[config.mk]
export PLATFORM = sky130hd
export DESIGN_NAME = usb_endpi_buffer
export DESIGN_NICKNAME = d
export VERILOG_FILES = /design/src/rtl/usb_endpi_buffer.sv
export SDC_FILE = /design/constraint.sdc
export NUM_CORES = 1
export LEC_CHECK = 0
export BUFFER_PORTS_ARGS = -buffer_cell sky130_fd_sc_hd__buf_2
export CORE_ASPECT_RATIO = 1.5
export CORE_UTILIZATION = 40
export CTS_CLUSTER_DIAMETER = 60
export DETAILED_ROUTE_END_ITERATION = 10
export GPL_TIMING_DRIVEN = 0
export HOLD_SLACK_MARGIN = 0.08
export PLACE_DENSITY = 0.63
export SETUP_SLACK_MARGIN = 0.1
export SYNTH_ARGS = -nofsm -noshare
export SYNTH_HDL_FRONTEND = slang
export SYNTH_SLANG_ARGS = --single-unit
[constraint.sdc]
create_clock -name clk -period 10.12 [get_ports clk]
set_clock_uncertainty 0.15 [all_clocks]
set_input_delay 2.53 -clock clk [delete_from_list [all_inputs] [get_ports clk]]
set_output_delay 2.53 -clock clk [all_outputs]
set_load 0.01 [all_outputs]
[src/rtl/usb_endpi_buffer.sv]
// usb_endpi_buffer: IN-endpoint packet buffer between a CPU I/O bus and a USB SIE.
//   The CPU fills the buffer through the DATA register and arms it through CTRL.
//   The SIE then drains the armed packet byte by byte. It can rewind the packet
//   for a retransmit, or acknowledge it to finish the transfer.
// Parameters:
//   BASE_ADDR - CTRL register address; DATA register is at BASE_ADDR+2
//   DEPTH     - packet buffer size in bytes (power of two, 8..64)
// Ports:
//   clk, reset           - clock, asynchronous active-high reset
//   io_addr/io_din       - CPU address / write data
//   io_we/io_re          - single-cycle CPU write / read strobes
//   io_dout              - registered read data (0 when no matching read)
//   sie_armed/sie_empty  - packet ready / no byte available for the SIE
//   sie_data             - byte at the read pointer (combinational)
//   sie_rd/sie_ack/sie_retry - SIE pop, host ACK, rewind-for-retransmit
//   sie_stall            - endpoint stalled
// Build option:
//   USB_ENDPI_STALL_EN - makes CTRL bit13 a writable stall bit that drives
//                        sie_stall and masks sie_armed; otherwise stall is 0.
module usb_endpi_buffer #(
  parameter logic [15:0] BASE_ADDR = 16'h5000,
  parameter int unsigned DEPTH     = 64
) (
  input  logic        clk,
  input  logic        reset,
  input  logic [15:0] io_addr,
  input  logic [15:0] io_din,
  input  logic        io_we,
  input  logic        io_re,
  output logic [15:0] io_dout,
  output logic        sie_armed,
  output logic [7:0]  sie_data,
  output logic        sie_empty,
  input  logic        sie_rd,
  input  logic        sie_ack,
  input  logic        sie_retry,
  output logic        sie_stall
);

  localparam int unsigned AW = $clog2(DEPTH);
  localparam int unsigned CW = AW + 1;
  localparam logic [15:0] DATA_ADDR = 16'(BASE_ADDR + 16'd2);

  typedef enum logic [1:0] {
    ST_FILL  = 2'd0,
    ST_ARMED = 2'd1,
    ST_DONE  = 2'd2
  } state_t;

  state_t          state_q, state_nxt;
  logic [CW-1:0]   count_q, count_nxt;
  logic [CW-1:0]   rd_ptr_q, rd_ptr_nxt;
  logic            done_q, done_nxt;
  logic            ovf_q, ovf_nxt;
  logic            stall_q, stall_nxt;
  logic [15:0]     io_dout_nxt;
  logic            sie_armed_nxt;
  logic            sie_empty_nxt;
  logic            mem_we_c;
  logic            ctrl_wr_c;
  logic            data_wr_c;
  logic [15:0]     ctrl_rd_c;
  logic [7:0]      mem_q [DEPTH];
  logic            unused_ok;

  // Only the flag bits and the low data byte of io_din carry meaning.
  assign unused_ok = ^io_din[13:8];

  assign ctrl_wr_c = io_we && (io_addr == BASE_ADDR);
  assign data_wr_c = io_we && (io_addr == DATA_ADDR);
  assign ctrl_rd_c = {done_q, (state_q == ST_ARMED), stall_q, ovf_q, 5'd0, 7'(count_q)};

  // rd_ptr can equal DEPTH once a full packet is drained; the index wraps harmlessly.
  assign sie_data  = mem_q[rd_ptr_q[AW-1:0]];
  assign sie_stall = stall_q;

  // Packet RAM: contents deliberately survive reset.
  always_ff @(posedge clk) begin
    if (mem_we_c) begin
      mem_q[count_q[AW-1:0]] <= io_din[7:0];
    end
  end

  // State and output registers.
  always_ff @(posedge clk or posedge reset) begin
    if (reset) begin
      state_q   <= ST_FILL;
      count_q   <= '0;
      rd_ptr_q  <= '0;
      done_q    <= 1'b0;
      ovf_q     <= 1'b0;
      stall_q   <= 1'b0;
      io_dout   <= '0;
      sie_armed <= 1'b0;
      sie_empty <= 1'b1;
    end else begin
      state_q   <= state_nxt;
      count_q   <= count_nxt;
      rd_ptr_q  <= rd_ptr_nxt;
      done_q    <= done_nxt;
      ovf_q     <= ovf_nxt;
      stall_q   <= stall_nxt;
      io_dout   <= io_dout_nxt;
      sie_armed <= sie_armed_nxt;
      sie_empty <= sie_empty_nxt;
    end
  end

  // Next-state, register updates and next values of the registered outputs.
  always_comb begin
    state_nxt   = state_q;
    count_nxt   = count_q;
    rd_ptr_nxt  = rd_ptr_q;
    done_nxt    = done_q;
    ovf_nxt     = ovf_q;
    stall_nxt   = stall_q;
    mem_we_c    = 1'b0;
    io_dout_nxt = '0;

    if (io_re && (io_addr == BASE_ADDR)) begin
      io_dout_nxt = ctrl_rd_c;
    end

`ifdef USB_ENDPI_STALL_EN
    if (ctrl_wr_c) begin
      stall_nxt = io_din[13];
    end
`endif

    if (ctrl_wr_c && io_din[15]) begin
      // Flush overrides arming and any coincident SIE event.
      state_nxt  = ST_FILL;
      count_nxt  = '0;
      rd_ptr_nxt = '0;
      done_nxt   = 1'b0;
      ovf_nxt    = 1'b0;
    end else begin
      case (state_q)
        ST_FILL: begin
          if (data_wr_c) begin
            if (count_q == CW'(DEPTH)) begin
              ovf_nxt = 1'b1;
            end else begin
              mem_we_c  = 1'b1;
              count_nxt = count_q + CW'(1);
            end
          end else if (ctrl_wr_c && io_din[14]) begin
            state_nxt  = ST_ARMED;
            rd_ptr_nxt = '0;
          end
        end
        ST_ARMED: begin
          if (sie_ack) begin
            state_nxt = ST_DONE;
            done_nxt  = 1'b1;
          end else if (sie_retry) begin
            rd_ptr_nxt = '0;
          end else if (sie_rd && !sie_empty && !stall_q) begin
            rd_ptr_nxt = rd_ptr_q + CW'(1);
          end
        end
        ST_DONE: begin
          state_nxt = ST_DONE;
        end
        default: begin
          state_nxt = ST_FILL;
        end
      endcase
    end

    sie_armed_nxt = (state_nxt == ST_ARMED) && !stall_nxt;
    sie_empty_nxt = (state_nxt != ST_ARMED) || (rd_ptr_nxt == count_nxt);
  end

endmodule

==> flow_summary.toml, run 1 <==
[outcome]
outcome = "finished clean"

[grt]
grt_max_degree = 65
globalRouteMet3Util = 0.0231
top_usage_layer = "met2"
grt_pass1_vias = 10600
grt_pass1_wl_um = 71300
track_usage = 0.184
antenna_found_initial = 1
grtUsageMet1 = 0.226
overflow = 0
use_met2 = 0.327

[worst_setup_path]
startpoint_type = "flip-flop"
crit_path_frequent_cell = "mux4_2"
cp-end-kind = "primary output"
cp.buffers_inverters = 3
worstSetupStartpoint = "rd_ptr_q[1]"
path_max_fanout = 10
path_cells = "clkbuf_1 -> clkbuf_1 -> mux4_2 -> mux4_2 -> mux4_2 -> buf_2"
cp.arrival_ps = 4100
crit_cells = 6
cp_slowest_stage_delay_ps = 730
cp_data_required_time_ps = 7440
crit_path_end = "sie_data[5]"
worstReg2RegEnd = "mem_q[4][0]"
criticalPathCategory = "reg2out"
r2r_slack_ps = 6020
crit_slowest_cell = "clkbuf_1"
critPathTopFamily = "multiplexers"
timing.rr.start = "state_q[1]"
worstRegToRegCells = 6

[floorplan]
core_region_area_mm2 = 0.0527
die_h_um = 285
rows = 103
die-area_mm2 = 0.0545
start_util = 0.406
die_w_um = 191
ios = 66

[power_and_ir_drop]
swShare = 0.197
p_int_mw = 3.47
seqPwrFrac = 0.568
clkPwrFrac = 0.408
p_sw_uw = 852
p_comb_frac = 0.024
powerDensity_mw_per_mm2 = 179
p_leak_nw = 7.37
ir_drop_uv = 107

[timing]
fin_tns_setup_ps = 0
tightestPinTransition_ps = 1380
relSlewSlack = 0.0785
slew_viol_final = 0
hold_viol = 0
setup_violations = 0
period_share = 0.670
final.min_clock_period_ps = 6780
max_freq_mhz = 147
rsz0062_at_grt = "false"
whs_ps = 361

[clock_tree]
insertion_delay_ps = 580
numCtsBuffers = 49
tritoncts_num_sinks = 542
clkSlewWorstSetupHoldPaths_ps = 60
cts_buffer_depth = 3
clock-root-buffer = "clkbuf_16"
cts.hold.buffers_added = 0
htreeDepth = 2
post_cts_resize_count = 0
cts_tree = "yes"
cts_setup_buffers = 0

[synth]
yosysWarnings = 0
synth_cell_types = 50
synth_xor_area_frac = 0.00368
synthesis.area_mm2 = 0.0214
synthAdderAreaFrac = 0.00175
synthSimpleGateAreaFrac = 0.0397
synth_top_family_by_area = "multiplexers"
ys.flop_type = "edfxtp_1"
synthMuxAreaShare = 0.178
synth_compound_area_frac = 0.00981
synth_edf_count = 512
ys_seq_elements = 542
async_reset_ff_frac = 0.0554
seq_area_frac_synth = 0.753
synthesis.instances = 985
synth_area_per_cell_um2 = 21.7

[route]
ant_nets = 0
vias = 10200
vias_per_cell = 5.61
first_pass_iters = 5
routed_wire_length_per_instance_um = 26.7
wl_um = 48500
initialDrtViolationCount = 947
drc_errors = 0

[place]
gp_congestion = 0.793
dp.cells = 1724
hpwl_um = 31900
numPortBuffers = 51

[finish]
drive_gt1_frac = 0.281
finalNonFillerCells = 1814
nNetsFinal = 1136
area_growth_pct = 12.4

[min_path]
hold_class = "reg2reg"

[job]
cap_violations = 0
==> kinds of logic (layout without fill, tap and decap cells) <==
group	Yosys count	in the layout
flip-flops	542	542
multiplexers	171	171
AND/OR/NAND/NOR	166	166
buffers and inverters	61	201
AO/OA/AOI/OAI	32	32
XOR/XNOR	9	9
adder cells (fa/ha/maj)	3	3
other	1	8
==> placed cells by master, fill, tap and decap left out, types with 9 or more instances in the layout <==
master,count
edfxtp_1,512
mux4_2,168
nor2_1,84
buf_2,55
clkbuf_16,50
clkbuf_1,32
dfrtp_1,29
buf_4,17
clkinv_2,13
buf_1,12
a21oi_1,11
clkinv_1,11
nand4_1,10
nand2_1,10
nand3_1,9
==> through the flow <==
stage          power (mW)  cell area (um2)  setup WS, ps  utilization
2_1_floorplan        2.55            21400          4950            -
3_3_place_gp         2.60            22600          3890        0.428
3_5_place_dp         2.61            22600          3840        0.428
4_1_cts              4.36            24100          3250        0.456
5_1_grt              4.44            24100          3250        0.457
6_report             4.32            24100          3340        0.457
==> worst min path at each step <==
stage          startpoint  slack, ps     endpoint  depth (start not counted)
2_1_floorplan       ovf_q        300  io_dout[12]                          1
3_3_place_gp        ovf_q        350        ovf_q                          2
3_5_place_dp        ovf_q        340  io_dout[12]                          1
4_1_cts             ovf_q        370  io_dout[12]                          1
5_1_grt             ovf_q        380  io_dout[12]                          1
6_report            ovf_q        360  io_dout[12]                          1
==> state kept, by name, summed over array words and instances (netlist names), 2 cells and up <==
name      count
io_dout      10
rd_ptr_q      7
mem_q       512
state_q       2
count_q       7
==> metal layers <==
layer | up-vias | wire length [um]
li1 | 4322 | -
met1 | 5447 | 18300
met2 | 323 | 26000
met3 | 89 | 2250
met4 | 0 | 1940
met5 | - | 0
==> area by class of cell <==
class                      instances  area [um2]
multi-input combinational        388        5020
antenna                            1        2.50
buffer                            55         275
inverter                           6        22.5
tap                              682         853
clock buffer                      60        1290
sequential                       542       16100
clock inverter                    28         213
fill                            4348       28600
timing repair buffer              52         283
==> power groups by stage <==
stage / registers, mW / logic, mW / clock network [mW]
global route: 2.45 / 0.113 / 1.87
finish: 2.45 / 0.105 / 1.76
CTS: 2.45 / 0.107 / 1.80
floorplan: 2.50 / 0.0476 / 0
global placement: 2.50 / 0.103 / 0
detailed placement: 2.50 / 0.107 / 0
==> cells in the mapped netlist (5+ instances only) <==
cell type,count,area share
buf_4,17,0.0060
nand2_1,10,0.0018
nor2_1,84,0.015
buf_1,12,0.0021
and2_1,7,0.0020
nor2b_1,6,0.0018
inv_1,6,0.0011
or3_1,5,0.0015
mux4_2,168,0.18
xnor2_1,5,0.0020
dfrtp_1,29,0.034
o21ai_0,5,0.0012
clkbuf_1,22,0.0039
edfxtp_1,512,0.72
nor3_1,7,0.0016
nand3_1,9,0.0021
nand4_1,10,0.0029
a21oi_1,11,0.0026
No activity file was read; power rests on OpenSTA's default activity.
==> inputs of run 2 (changes only) <==
--- a/config.mk
+++ b/config.mk
@@ -5,6 +5,7 @@
 export SDC_FILE = /design/constraint.sdc
 export NUM_CORES = 1
 export LEC_CHECK = 0
+export ABC_AREA = 1
 export BUFFER_PORTS_ARGS = -buffer_cell sky130_fd_sc_hd__buf_2
 export CORE_ASPECT_RATIO = 1.5
 export CORE_UTILIZATION = 40
==> constraint.sdc (replaced) <==
create_clock -name clk -period 7 [get_ports clk]
set_clock_uncertainty 0.15 [all_clocks]
set_input_delay 1.75 -clock clk [delete_from_list [all_inputs] [get_ports clk]]
set_output_delay 1.75 -clock clk [all_outputs]
set_load 0.01 [all_outputs]
==> run 2 against run 1 <==
Effect of this change: clock power up 51%; non-clock buffer count is 59 higher; power grew 48%; final area is 3.7% higher; routed wire length rose by 43%; utilization is 0.11 points lower; final cell count rose by 47%; critical endpoint is now sie_data[4]; largest power group unchanged.
==> flow_summary.toml, run 2 <==
[outcome]
outcome = "finished clean"

[finish]
fin_area_mm2 = 0.0250
diodes = 0
layout_commonest_cell = "edfxtp_1"
fill_cells = 4867
drive_gt1_frac = 0.101
finish.utilization = 0.456
largest_reg_flops = 512
layout.cells.most_common_list = "edfxtp_1 (512), nor2_1 (368), o21ai_0 (250)"
nNetsFinal = 1975
area_growth_pct = 12.2

[grt]
track_usage = 0.245
grt_max_degree = 65
overflow = 0
antenna_found_initial = 0
grt_pass1_wl_um = 101000
grt_pass1_vias = 15500

[worst_setup_path]
path_cells = "inv_2 -> buf_2 -> clkbuf_1 -> o21ai_0 -> o221ai_1 -> nand3_1 -> nand3_1 -> nand3_1 -> nand3_1 -> buf_2"
cp.buffers_inverters = 4
crit_path_frequent_cell = "nand3_1"
crit_cells = 10
cp-end-kind = "primary output"
worstRegToRegCells = 9
criticalPathCategory = "reg2out"
cp_data_required_time_ps = 5100
cp_slowest_stage_delay_ps = 640
critPathTopFamily = "buffers and inverters"
path_max_fanout = 10
cp.arrival_ps = 3850
startpoint_type = "flip-flop"
crit_slowest_cell = "clkbuf_1"

[clock_tree]
post_cts_resize_count = 0
numCtsBuffers = 47
clock-root-buffer = "clkbuf_16"
cts_setup_buffers = 0
insertion_delay_ps = 590
cts_buffer_depth = 3
cts.hold.buffers_added = 0
htreeDepth = 2
cts_tree = "yes"
tritoncts_num_sinks = 542
clkSlewWorstSetupHoldPaths_ps = 70

[route]
ant_nets = 0
vias_per_cell = 5.85
wl_um = 69500
first_pass_iters = 5
vias = 15600
initialDrtViolationCount = 1538
routed_wire_length_per_instance_um = 26.1
drc_errors = 0

[place]
hpwl_um = 48100
gp_congestion = 0.944
placed_area_mm2 = 0.0234
numPortBuffers = 52

[min_path]
hold_class = "reg2reg"
min_path_cells = 2

[synth]
synth_cell_types = 33
ys_seq_elements = 542
ys.flop_type = "edfxtp_1"
async_reset_ff_frac = 0.0554
synthesis.instances = 1825
seq_area_frac_synth = 0.725
synthesis.area_mm2 = 0.0223
yosys.area.top_type = "edfxtp_1"
synth.most_common_cell = "edfxtp_1"
synth_area_leaders = "edfxtp_1 (69%), nor2_1 (6.2%), o21ai_0 (5.6%)"
yosysTopAreaCellShare = 0.691
yosys-top-cells-count = "edfxtp_1 (512), nor2_1 (368), o21ai_0 (250), nand2_1 (173), nand3_1 (101)"
synth_edf_count = 512
yosysWarnings = 0
synth_area_per_cell_um2 = 12.2

[floorplan]
start_util = 0.406
core_region_area_mm2 = 0.0548
die-area_mm2 = 0.0566
ios = 66
die_w_um = 195
rows = 105
die_h_um = 291

[power_and_ir_drop]
powerDensity_mw_per_mm2 = 256
ir_drop_uv = 264
p_leak_nw = 8.42

[timing]
slew_viol_final = 0
fin_tns_setup_ps = 0
setup_violations = 0
rsz0062_at_grt = "false"
hold_viol = 0
max_freq_mhz = 174
relSlewSlack = 0.0530
period_share = 0.822
tightestPinTransition_ps = 1420
final.min_clock_period_ps = 5750

[job]
cap_violations = 0
run 2: where the power goes:
| group | total [mW] | switching (mW) | internal (mW) |
|---|---|---|---|
| Combinational | 0.182 | 0.142 | 0.0401 |
| Sequential | 3.55 | 0.00212 | 3.55 |
| Clock | 2.66 | 1.18 | 1.48 |
run 2: cell type report:
cell class	instances	area, um2	share of cell area
flip-flops and latches	542	16100	0.646
plain buffers	113	500	0.0200
well taps	695	870	0.0348
inverters	60	225	0.00902
repair buffers	53	290	0.0116
clock buffers	57	1230	0.0495
multi-input cells	1116	5430	0.217
clock inverters	25	295	0.0118
run 2: routing by layer:
metal,part of all wire,up-vias,GRT usage
li1,-,6847,-
met1,0.34,7674,0.268
met2,0.51,802,0.434
met3,0.073,240,0.0345
met4,0.076,0,0.175
met5,0,-,0
run 2: worst min-delay path: stages (launching register included):
cell and delay (ps):
dfrtp_1 360, inv_1 70, nor2_1 50
run 2: final timing paths:
path | startpoint | endpoint | slack, ps
worst max-delay path | rd_ptr_q[0] | sie_data[4] | 1250
worst min-delay path | ovf_q | io_dout[12] | 360
worst max register to register | count_q[1] | mem_q[14][1] | 3390
worst min register to register | ovf_q | io_dout[12] | 360
max in group asynchronous | reset | sie_empty | 5020
min in group asynchronous | reset | io_dout[12] | 1110
run 2: cells by family (layout without fill, tap and decap cells):
family	after synthesis	after routing	synth area share
AO/OA/AOI/OAI	415	415	0.108
other	1	7	0.000168
XOR/XNOR	2	2	0.000787
adder cells (fa/ha/maj)	3	3	0.00169
AND/OR/NAND/NOR	689	689	0.132
flip-flops	542	542	0.725
buffers and inverters	173	308	0.0326
run 2: metrics by stage:
stage	worst slack [ps]	hold slack (ps)	power, mW	instances
2_1_floorplan	3340	307	3.69	1831
3_3_place_gp	1980	330	3.80	2578
3_5_place_dp	1970	341	3.80	2578
4_1_cts	1370	359	6.40	2660
5_1_grt	1220	368	6.51	2661
6_report	1250	360	6.39	2661
==> inputs of run 3 (changes only) <==
--- a/config.mk
+++ b/config.mk
@@ -13,7 +13,7 @@
 export DETAILED_ROUTE_END_ITERATION = 10
 export GPL_TIMING_DRIVEN = 0
 export HOLD_SLACK_MARGIN = 0.08
-export PLACE_DENSITY = 0.63
+export PLACE_DENSITY = 0.65
 export SETUP_SLACK_MARGIN = 0.1
 export SYNTH_ARGS = -nofsm -noshare
 export SYNTH_HDL_FRONTEND = slang
==> constraint.sdc (replaced) <==
create_clock -name clk -period 5.15 [get_ports clk]
set_clock_uncertainty 0.15 [all_clocks]
set_input_delay 1.2875 -clock clk [delete_from_list [all_inputs] [get_ports clk]]
set_output_delay 1.2875 -clock clk [all_outputs]
set_load 0.01 [all_outputs]
==> run 3 against run 2 <==
Effect of this change: via count grew 0.82%; largest cell class unchanged; sequential share of layout area shrank 0.39 points; global-route usage is essentially flat; first-iteration DRC count grew 29%.
==> flow_summary.toml, run 3 (synthesis results as in run 2) <==
[floorplan]
rows = 105
core_region_area_mm2 = 0.0548
die-area_mm2 = 0.0566
ios = 66
die_h_um = 291
start_util = 0.406
die_w_um = 195

[clock_tree]
cts_buffer_depth = 3
clock-root-buffer = "clkbuf_16"
insertion_delay_ps = 570
tritoncts_num_sinks = 542
htreeDepth = 2
post_cts_resize_count = 6
cts_tree = "yes"
numCtsBuffers = 48
cts.hold.buffers_added = 0
clkSlewWorstSetupHoldPaths_ps = 60
cts_setup_buffers = 0

[worst_setup_path]
cp-end-kind = "primary output"
crit_path_frequent_cell = "nand3_1"
criticalPathCategory = "reg2out"
path_cells = "inv_2 -> buf_2 -> clkbuf_1 -> o21ai_0 -> o221ai_1 -> nand3_1 -> nand3_1 -> nand2_1 -> nand3_1 -> buf_2"
startpoint_type = "flip-flop"
crit_slowest_cell = "dfrtp_1"
critPathTopFamily = "buffers and inverters"
r2r_slack_ps = 1620
cp_data_required_time_ps = 3710
path_max_fanout = 10
cp.arrival_ps = 3590
cp_slowest_stage_delay_ps = 560
cp.buffers_inverters = 4

[timing]
setup_violations = 0
final.min_clock_period_ps = 5030
tightestPinTransition_ps = 1420
hold_viol = 0
rsz0062_at_grt = "true"
fin_tns_setup_ps = 0
slew_viol_final = 0
period_share = 0.976
relSlewSlack = 0.0541
max_freq_mhz = 199

[route]
vias = 15700
ant_nets = 0
first_pass_iters = 6
initialDrtViolationCount = 1978
routed_wire_length_per_instance_um = 26.1
wl_um = 69600
vias_per_cell = 5.88
drc_errors = 0

[place]
hpwl_um = 47700
placed_area_mm2 = 0.0234
gp_congestion = 0.989
dp.cells = 2578
numPortBuffers = 52

[finish]
nNetsFinal = 1977
layout_commonest_cell = "edfxtp_1"
fin_area_mm2 = 0.0251
area_growth_pct = 12.9
diodes = 0
largest_reg_flops = 512
fill_cells = 4874
layout.cells.most_common_list = "edfxtp_1 (512), nor2_1 (368), o21ai_0 (250)"
finalNonFillerCells = 2668
drive_gt1_frac = 0.113

[min_path]
hold_class = "reg2reg"

[grt]
grt_pass1_vias = 14800
track_usage = 0.245
grt_max_degree = 65
antenna_found_initial = 0
overflow = 0
grt_pass1_wl_um = 100000

[power_and_ir_drop]
powerDensity_mw_per_mm2 = 350
ir_drop_uv = 320
finalPower_mw = 8.78
p_leak_nw = 8.51

[outcome]
outcome = "finished clean"

[job]
cap_violations = 0
==> run 3: cell type report <==
type                    instances  area (um2)  share of cell area
flip-flops and latches        542       16100               0.642
multi-input cells            1116        5480               0.218
clock buffers                  58        1260              0.0502
well taps                     695         870              0.0346
plain buffers                 113         513              0.0204
clock inverters                30         337              0.0134
repair buffers                 54         308              0.0123
inverters                      60         225             0.00897
==> run 3: final timing paths <==
| check | from | end | cells past startpoint |
|---|---|---|---|
| max in group asynchronous | reset | sie_empty | 3 |
| min in group asynchronous | reset | io_dout[3] | 2 |
| min | done_q | io_dout[15] | 2 |
| min reg2reg | done_q | io_dout[15] | 2 |
| max | rd_ptr_q[0] | sie_data[5] | 10 |
| max reg2reg | count_q[1] | mem_q[30][6] | 9 |
==> run 3: power by group <==
| group | switching (mW) | total, mW | internal [mW] |
|---|---|---|---|
| combinational | 0.196 | 0.253 | 0.0569 |
| clock | 1.61 | 3.71 | 2.10 |
| sequential | 0.00259 | 4.82 | 4.82 |
==> run 3: per-stage QoR <==
step / worst slack (ps) / hold WS, ps / util
after floorplan: 1950 / 307 / -
after global placement: 436 / 339 / 0.427
after detailed placement: 462 / 337 / 0.427
after CTS: 83.9 / 352 / 0.457
after global routing: 29.6 / 377 / 0.459
final: 124 / 347 / 0.459
==> run 3: per-layer routing <==
layer,part of all wire,global-route usage,vias up
li1,-,-,6864
met1,0.34,0.282,7666
met2,0.50,0.428,953
met3,0.077,0.0300,208
met4,0.078,0.160,0
met5,0,0,-
==> run 3: worst reg2reg max path: cells and delay by family, from the launching register on <==
kind / cells / cell delay (ps)
and+or+nand+nor: 6 / 2020
buffers and inverters: 2 / 320
adders and majority gates: 1 / 230
DFF: 1 / 430
